===== config.mk =====
export PLATFORM = sky130hd
export DESIGN_NAME = tcdm_width_downsizer
export DESIGN_NICKNAME = d
export VERILOG_FILES = /design/src/rtl/tcdm_width_downsizer.sv
export SDC_FILE = /design/constraint.sdc
export NUM_CORES = 1
export LEC_CHECK = 0
export BUFFER_PORTS_ARGS = -buffer_cell sky130_fd_sc_hd__buf_2
export CAP_MARGIN = 20
export CORE_MARGIN = 5
export CORE_UTILIZATION = 30
export DETAILED_ROUTE_END_ITERATION = 12
export PLACE_DENSITY = 0.54
export RECOVER_POWER = 25
export SLEW_MARGIN = 40
export SYNTH_ARGS = -nofsm -noshare
export SYNTH_HDL_FRONTEND = slang
export SYNTH_SLANG_ARGS = --single-unit

===== constraint.sdc =====
create_clock -name clk_i -period 13.8 [get_ports clk_i]
set_input_delay 0.69 -clock clk_i [delete_from_list [all_inputs] [get_ports clk_i]]
set_output_delay 0.69 -clock clk_i [all_outputs]
set_load 0.1 [all_outputs]

===== src/rtl/tcdm_width_downsizer.sv =====
// Wide-to-narrow TCDM converter: serialises one MST_DW request into RATIO SLV_DW beats
// and returns a single reassembled wide response to the master.
module tcdm_width_downsizer #(
    parameter int unsigned AW     = 32,
    parameter int unsigned MST_DW = 64,
    parameter int unsigned SLV_DW = 32
) (
    input  logic                clk_i,
    input  logic                rst_i,
    input  logic                mst_req_i,
    input  logic [AW-1:0]       mst_add_i,
    input  logic                mst_wen_i,
    input  logic [MST_DW-1:0]   mst_wdata_i,
    input  logic [MST_DW/8-1:0] mst_be_i,
    output logic                mst_gnt_o,
    output logic                mst_r_valid_o,
    output logic [MST_DW-1:0]   mst_r_rdata_o,
    output logic                mst_r_opc_o,
    output logic                slv_req_o,
    output logic [AW-1:0]       slv_add_o,
    output logic                slv_wen_o,
    output logic [SLV_DW-1:0]   slv_wdata_o,
    output logic [SLV_DW/8-1:0] slv_be_o,
    input  logic                slv_gnt_i,
    input  logic                slv_r_valid_i,
    input  logic [SLV_DW-1:0]   slv_r_rdata_i,
    input  logic                slv_r_opc_i
);
    localparam int unsigned RATIO = MST_DW / SLV_DW;
    localparam int unsigned MBE   = MST_DW / 8;
    localparam int unsigned SBE   = SLV_DW / 8;
    localparam int unsigned KW    = (RATIO > 1) ? $clog2(RATIO) : 1;

    typedef enum logic [1:0] {IDLE, REQ, WAIT, RESP} state_e;

    state_e            state;
    state_e            state_next;

    logic [AW-1:0]     base_q;
    logic              wen_q;
    logic [MST_DW-1:0] wdata_q;
    logic [MST_DW-1:0] rdata_q;
    logic [MBE-1:0]    be_q;
    logic              opc_q;
    logic [KW-1:0]     beat_q;

    logic              grant;
    logic              has_next;
    logic              first_found;
    logic              wr_found;
    logic [KW-1:0]     first_beat;
    logic [KW-1:0]     next_beat;

    // Gated by reset so every output reads 0 while rst_i is held.
    assign grant = mst_req_i & (state == IDLE) & ~rst_i;

    // Lowest enabled beat of the incoming write, and next enabled beat after the current one.
    always_comb begin
        first_found = 1'b0;
        first_beat  = '0;
        wr_found    = 1'b0;
        next_beat   = '0;
        for (int i = 0; i < int'(RATIO); i++) begin
            if (!first_found && (|mst_be_i[i*SBE +: SBE])) begin
                first_beat  = KW'(i);
                first_found = 1'b1;
            end
            if (!wr_found && (i > int'(beat_q)) && (|be_q[i*SBE +: SBE])) begin
                next_beat = KW'(i);
                wr_found  = 1'b1;
            end
        end
    end

    assign has_next = wen_q ? (beat_q != KW'(RATIO - 1)) : wr_found;

    always_ff @(posedge clk_i or posedge rst_i) begin
        if (rst_i) begin
            state <= IDLE;
        end else begin
            state <= state_next;
        end
    end

    always_comb begin
        state_next = state;
        unique case (state)
            IDLE: begin
                if (grant) begin
                    state_next = (!mst_wen_i && (mst_be_i == '0)) ? RESP : REQ;
                end
            end
            REQ: begin
                if (slv_gnt_i) begin
                    state_next = WAIT;
                end
            end
            WAIT: begin
                if (slv_r_valid_i) begin
                    state_next = has_next ? REQ : RESP;
                end
            end
            RESP:    state_next = IDLE;
            default: state_next = IDLE;
        endcase
    end

    always_comb begin
        mst_gnt_o     = grant;
        mst_r_valid_o = 1'b0;
        mst_r_rdata_o = '0;
        mst_r_opc_o   = 1'b0;
        slv_req_o     = 1'b0;
        slv_add_o     = '0;
        slv_wen_o     = 1'b0;
        slv_wdata_o   = '0;
        slv_be_o      = '0;
        if (state == REQ) begin
            slv_req_o   = 1'b1;
            slv_add_o   = base_q + AW'(beat_q) * AW'(SBE);
            slv_wen_o   = wen_q;
            slv_wdata_o = wdata_q[beat_q*SLV_DW +: SLV_DW];
            slv_be_o    = be_q[beat_q*SBE +: SBE];
        end
        if (state == RESP) begin
            mst_r_valid_o = 1'b1;
            mst_r_rdata_o = rdata_q;
            mst_r_opc_o   = opc_q;
        end
    end

    // Captured request, beat pointer and response accumulators.
    always_ff @(posedge clk_i or posedge rst_i) begin
        if (rst_i) begin
            base_q  <= '0;
            wen_q   <= 1'b0;
            wdata_q <= '0;
            rdata_q <= '0;
            be_q    <= '0;
            opc_q   <= 1'b0;
            beat_q  <= '0;
        end else if (grant) begin
            base_q  <= mst_add_i & ~AW'(MBE - 1);
            wen_q   <= mst_wen_i;
            wdata_q <= mst_wdata_i;
            be_q    <= mst_be_i;
            opc_q   <= 1'b0;
            rdata_q <= '0;
            beat_q  <= mst_wen_i ? '0 : first_beat;
        end else if ((state == WAIT) && slv_r_valid_i) begin
            if (wen_q) begin
                rdata_q[beat_q*SLV_DW +: SLV_DW] <= slv_r_rdata_i;
            end
            opc_q <= opc_q | slv_r_opc_i;
            if (has_next) begin
                beat_q <= wen_q ? beat_q + KW'(1) : next_beat;
            end
        end
    end

endmodule

* Yosys cells after proc, flatten, opt, wreduce, memory -nomap -nowiden *
Index checks and enable logic that the tools add are counted.

word-level totals
  bits in latches = 0
  register bits = 170
  bits in writable memories = 0
  memories kept = 0
  logic and storage cells = 73
  bits of input ports = 143
  bits in read-only memories = 0
  output and inout bits = 137

operators by class
  $lt $le $gt $ge = 1
  equality and inequality tests = 6
  muxes and demuxes = 29
  div/mod/pow operators = 0
  shift-type cells = 4
  reductions and logical operators = 17
  $mul = 0
  add/sub/neg operators = 3
  bitwise logic cells = 5

operators with widths
  kind                                                                      number
  64-bit 2-to-1 mux                                                         4
  64-bit bitwise mux                                                        1
  32-bit 2-to-1 mux                                                         2
  32-bit by 34-bit variable shift with 64-bit output, first input constant  1
  32-bit by 34-bit variable part select with 64-bit output                  1
  64-bit by 7-bit variable part select with 32-bit output                   1
  6-bit negation with 34-bit output                                         1
  32-bit by 3-bit adder with 32-bit output                                  1
  1-bit 2-to-1 mux                                                          15
  4-bit OR reduction                                                        3
  2-bit 2-to-1 mux                                                          5
  8-bit logical NOT                                                         1
  2-bit case mux with 4 select lines                                        1
  8-bit by 4-bit variable part select with 4-bit output                     1
  2-bit inequality test, second input constant                              3
  2-bit nonzero test                                                        3
  2-bit == test, second input constant                                      2
  1-bit logical AND                                                         4
  4-bit 2-to-1 mux                                                          1
  2-bit AND reduction                                                       2
  3-bit AND reduction                                                       1
  1-bit bitwise AND                                                         2
  2-bit by 1-bit == test with 1-bit output, second input constant           1
  1-bit logical NOT                                                         2
  other kinds (5)                                                           6

* Depth between registers and ports, before layout *
  depth after elaboration = 7
  depth in mapped cells = 7
  mapped depth without buffers = 4

* Least setup slack after synthesis *
Ideal clock, no wire load.

  kind = register -> output
  start point = register state[0]
  end point = output port slv_add_o[22]
  stages on the path, launching flop included = 6
  required time = 13110 ps
  setup slack = 10620 ps
  buffers on the path = 2
  data arrival time = 2490 ps
  path through = dfrtp_1 -> buf_4 -> nand2b_1 -> inv_1 -> clkbuf_1 -> and2_1

between the ends
  longest elaborated chain between the ends = 2

RTL lines
  item                                      RTL line  RTL
  start: declaration                        36        state_e state;
  start signal: assignment                  81        state <= state_next;
  2-bit by 1-bit == test with 1-bit output  118       if (state == REQ) begin
  32-bit 2-to-1 mux                         118
  end: declaration                          20        output logic [AW-1:0] slv_add_o,

No other way between the ends.

==> metrics.md <==
| Metric | Value |
|---|---|
| Core ar. | 0.0253 mm2 |
| Site row count | 58 |
| Slew Viols, Final | 175 |
| Die W | 170 um |
| CP Capture Type | asynchronous set/reset pin |
| Reg-to-Reg Start | state[1]$_DFFE_PP0P_ |
| Final hold vios | 0 |
| Synth cell types | 32 |
| Remaining DRCs | 0 |
| Initial Utilization | 30.6% |
| First-pass GRT wire length | 36,200 um |
| Synthesis-to-finish area growth | 27.1% |
| Startpoint types | input pin |
| Fill count | 2,607 |
| Routed WL | 23,200 um |
| Routed WL per cell | 16.6 um |
| Final period utilization | 36.0% |
| Grt ovf | 0 |
| Unrepaired setup endpoints after global routing | false |
| Startpoint of the worst hold path | mst_wdata_i[17] |
| Final Setup Violations | 0 |
| Die Y | 170 um |
| Post-synth EDFFs | 0 |
| H-tree levels | 4 |
| Post-route core utilization | 38.9% |
| Top_reg_cell synth | dfrtp_1 |
| Setup Buffers After CTS | 0 |
| Clock-pin slew on the worst setup and hold paths | 80 ps |
| CP Class | in -> async |
| Pwr/cell area | 246 mW/mm2 |
| 1st-pass router iterations | 6 |
| Maxcap violations | 3 |
| Crit path DAT | 4710 ps |
| Leakage | 5.76 nW |
| Layout Skew | 12.4 ps |
| Net count, final | 1,192 |
| TritonCTS buffer count | 17 |
| Share of cells above drive strength 1 | 30.5% |
| Post-Syn Area per Cell | 9.54 um2 |
| Setup_tns | 0 ps |
| Min-Delay Path Class | in -> reg |
| Yosys reg bits | 170 |
| WHS Path Cells | 3 |
| Hold Path End | wdata_q[17]$_DFFE_PP0N_ |
| Clk_lat worst skew | 420 ps |
| Yosys warnings | 0 |
| CTS tree | built |
| Slew @ Worst Pin | 3250 ps |
| Maximum clock rate | 201 MHz |
| VDD IR max | 129 uV |
| Placed Area | 0.00924 mm2 |
| Vias in the first global route | 6,523 |
| Area of the mapped netlist | 0.00772 mm2 |
| Pin count of the biggest net entering global routing | 109 |
| Overall Power | 0.00241 W |
| Sequential share of the synthesized area | 55.1% |
| Post-CTS Resized | 0 |
| Outcome | finished, violations left |
| Reg-to-Reg End | rdata_q[58]$_DFFE_PP0P_ |
| Clk buf depth | 2 |
| DR vias/cell | 4.61 |
| Detailed placement HPWL | 15,200 um |
| # clock sinks | 170 |
| Finished Cell Area | 0.00981 mm2 |
| Die ar. | 0.0290 mm2 |
| DR iter-0 viols | 499 |
| Failing checks | capacitance limit, slew limit |
| Initial antenna violation count | 3 |
| Hold_buf cts | 0 |
| Fraction of registers with async set/reset | 100% |
| Gate Count Post-Synth | 809 |
| Reg2reg path depth | 6 |
| Critical Path Fanout Max | 72 |
| Tmin final | 4960 ps |
| Root buffer cell | clkbuf_16 |
| R2r setup slk | 11,030 ps |
| Antenna-violating nets left | 0 |
| Port Buffers | 274 |
| Critical Path RT | 13,540 ps |
| Slew HR | -118% |
| Via count | 6,426 |
| Routability congestion estimate | 0.763 |
| Overall Global Routing Usage | 15.5% |
| Ports | 280 |
[through the flow]
stage	hold slack [ps]	cells	worst slack, ps
3_3_place_gp	450	1356	10390
4_1_cts	410	1392	9910
6_report	452	1394	8840
2_1_floorplan	437	810	8510
3_5_place_dp	454	1360	10370
5_1_grt	439	1392	7740
[layout by cell type, fill, tap and decap left out, types with 5 or more instances in the layout]
| cell type | count |
|---|---|
| mux2i_1 | 36 |
| a22o_1 | 64 |
| dfrtp_1 | 167 |
| clkbuf_16 | 17 |
| nor2_1 | 41 |
| buf_2 | 273 |
| nand2_1 | 306 |
| and3_1 | 67 |
| and2_1 | 31 |
| buf_4 | 5 |
[logic make-up (layout without fill, tap and decap cells)]
kind of cell,count (synthesis),count (layout),share of synthesized area (%)
AND/OR/NAND/NOR,457,457,25.9
flip-flops,170,170,55.1
multiplexers,36,36,4.67
other,1,4,0.0486
AO/OA/AOI/OAI,74,74,8.53
buffers and inverters,71,323,5.75
[routing by layer]
metal	track usage (%)	part of all wire, %
met4	2.74	0.59
met1	21.1	45
met5	0	0.12
met3	5.60	8.8
met2	24.3	45
[state kept, by name, summed over array words and instances, names as in the netlist]
signal,cells
base_q,29
be_q,8
beat_q,1
opc_q,1
rdata_q,64
state,2
wdata_q,64
wen_q,1
[power breakdown]
group	switching, W	internal (W)
registers	0.000106	0.000711
clock network	0.000219	0.000259
logic	0.000855	0.000261
[synth_stat cells (2+ instances only)]
cell,number,area share [%]
buf_6,18,2.6
buf_4,3,0.29
nor2_1,41,2.0
nand2b_1,2,0.16
a31oi_4,2,0.55
a22o_1,64,7.3
clkbuf_1,23,1.1
and2_1,31,2.5
nand2_1,306,15
and3_1,67,5.4
mux2i_1,36,4.7
nor3_1,2,0.13
buf_2,21,1.4
inv_1,4,0.19
a21oi_1,3,0.19
dfrtp_1,170,55
[layout make-up]
type,count,area (um2),area share (%)
clock inverter,13,135,1.38
inverter,5,27.5,0.281
antenna,2,5.00,0.0510
clock buffer,19,443,4.51
multi-input combinational,569,3040,30.9
tap,330,413,4.21
timing repair buffer,286,1500,15.2
sequential,170,4260,43.4
[worst max-delay path, stage by stage]
cell,delay (ps)
clkbuf_1,100
clkinvlp_2,1820
clkbuf_1,2000
[worst max-delay path by stage]
stage | start | endpoint | cells past startpoint
after global routing | rst_i | beat_q$_DFFE_PP0P_ | 3
final | rst_i | state[1]$_DFFE_PP0P_ | 3
after floorplan | rst_i | base_q[10]$_DFFE_PP0N_ | 1
after detailed placement | state[1]$_DFFE_PP0P_ | mst_gnt_o | 4
after global placement | state[1]$_DFFE_PP0P_ | mst_gnt_o | 4
after CTS | state[1]$_DFFE_PP0P_ | mst_gnt_o | 4
No activity file was read; power rests on OpenSTA's default activity.
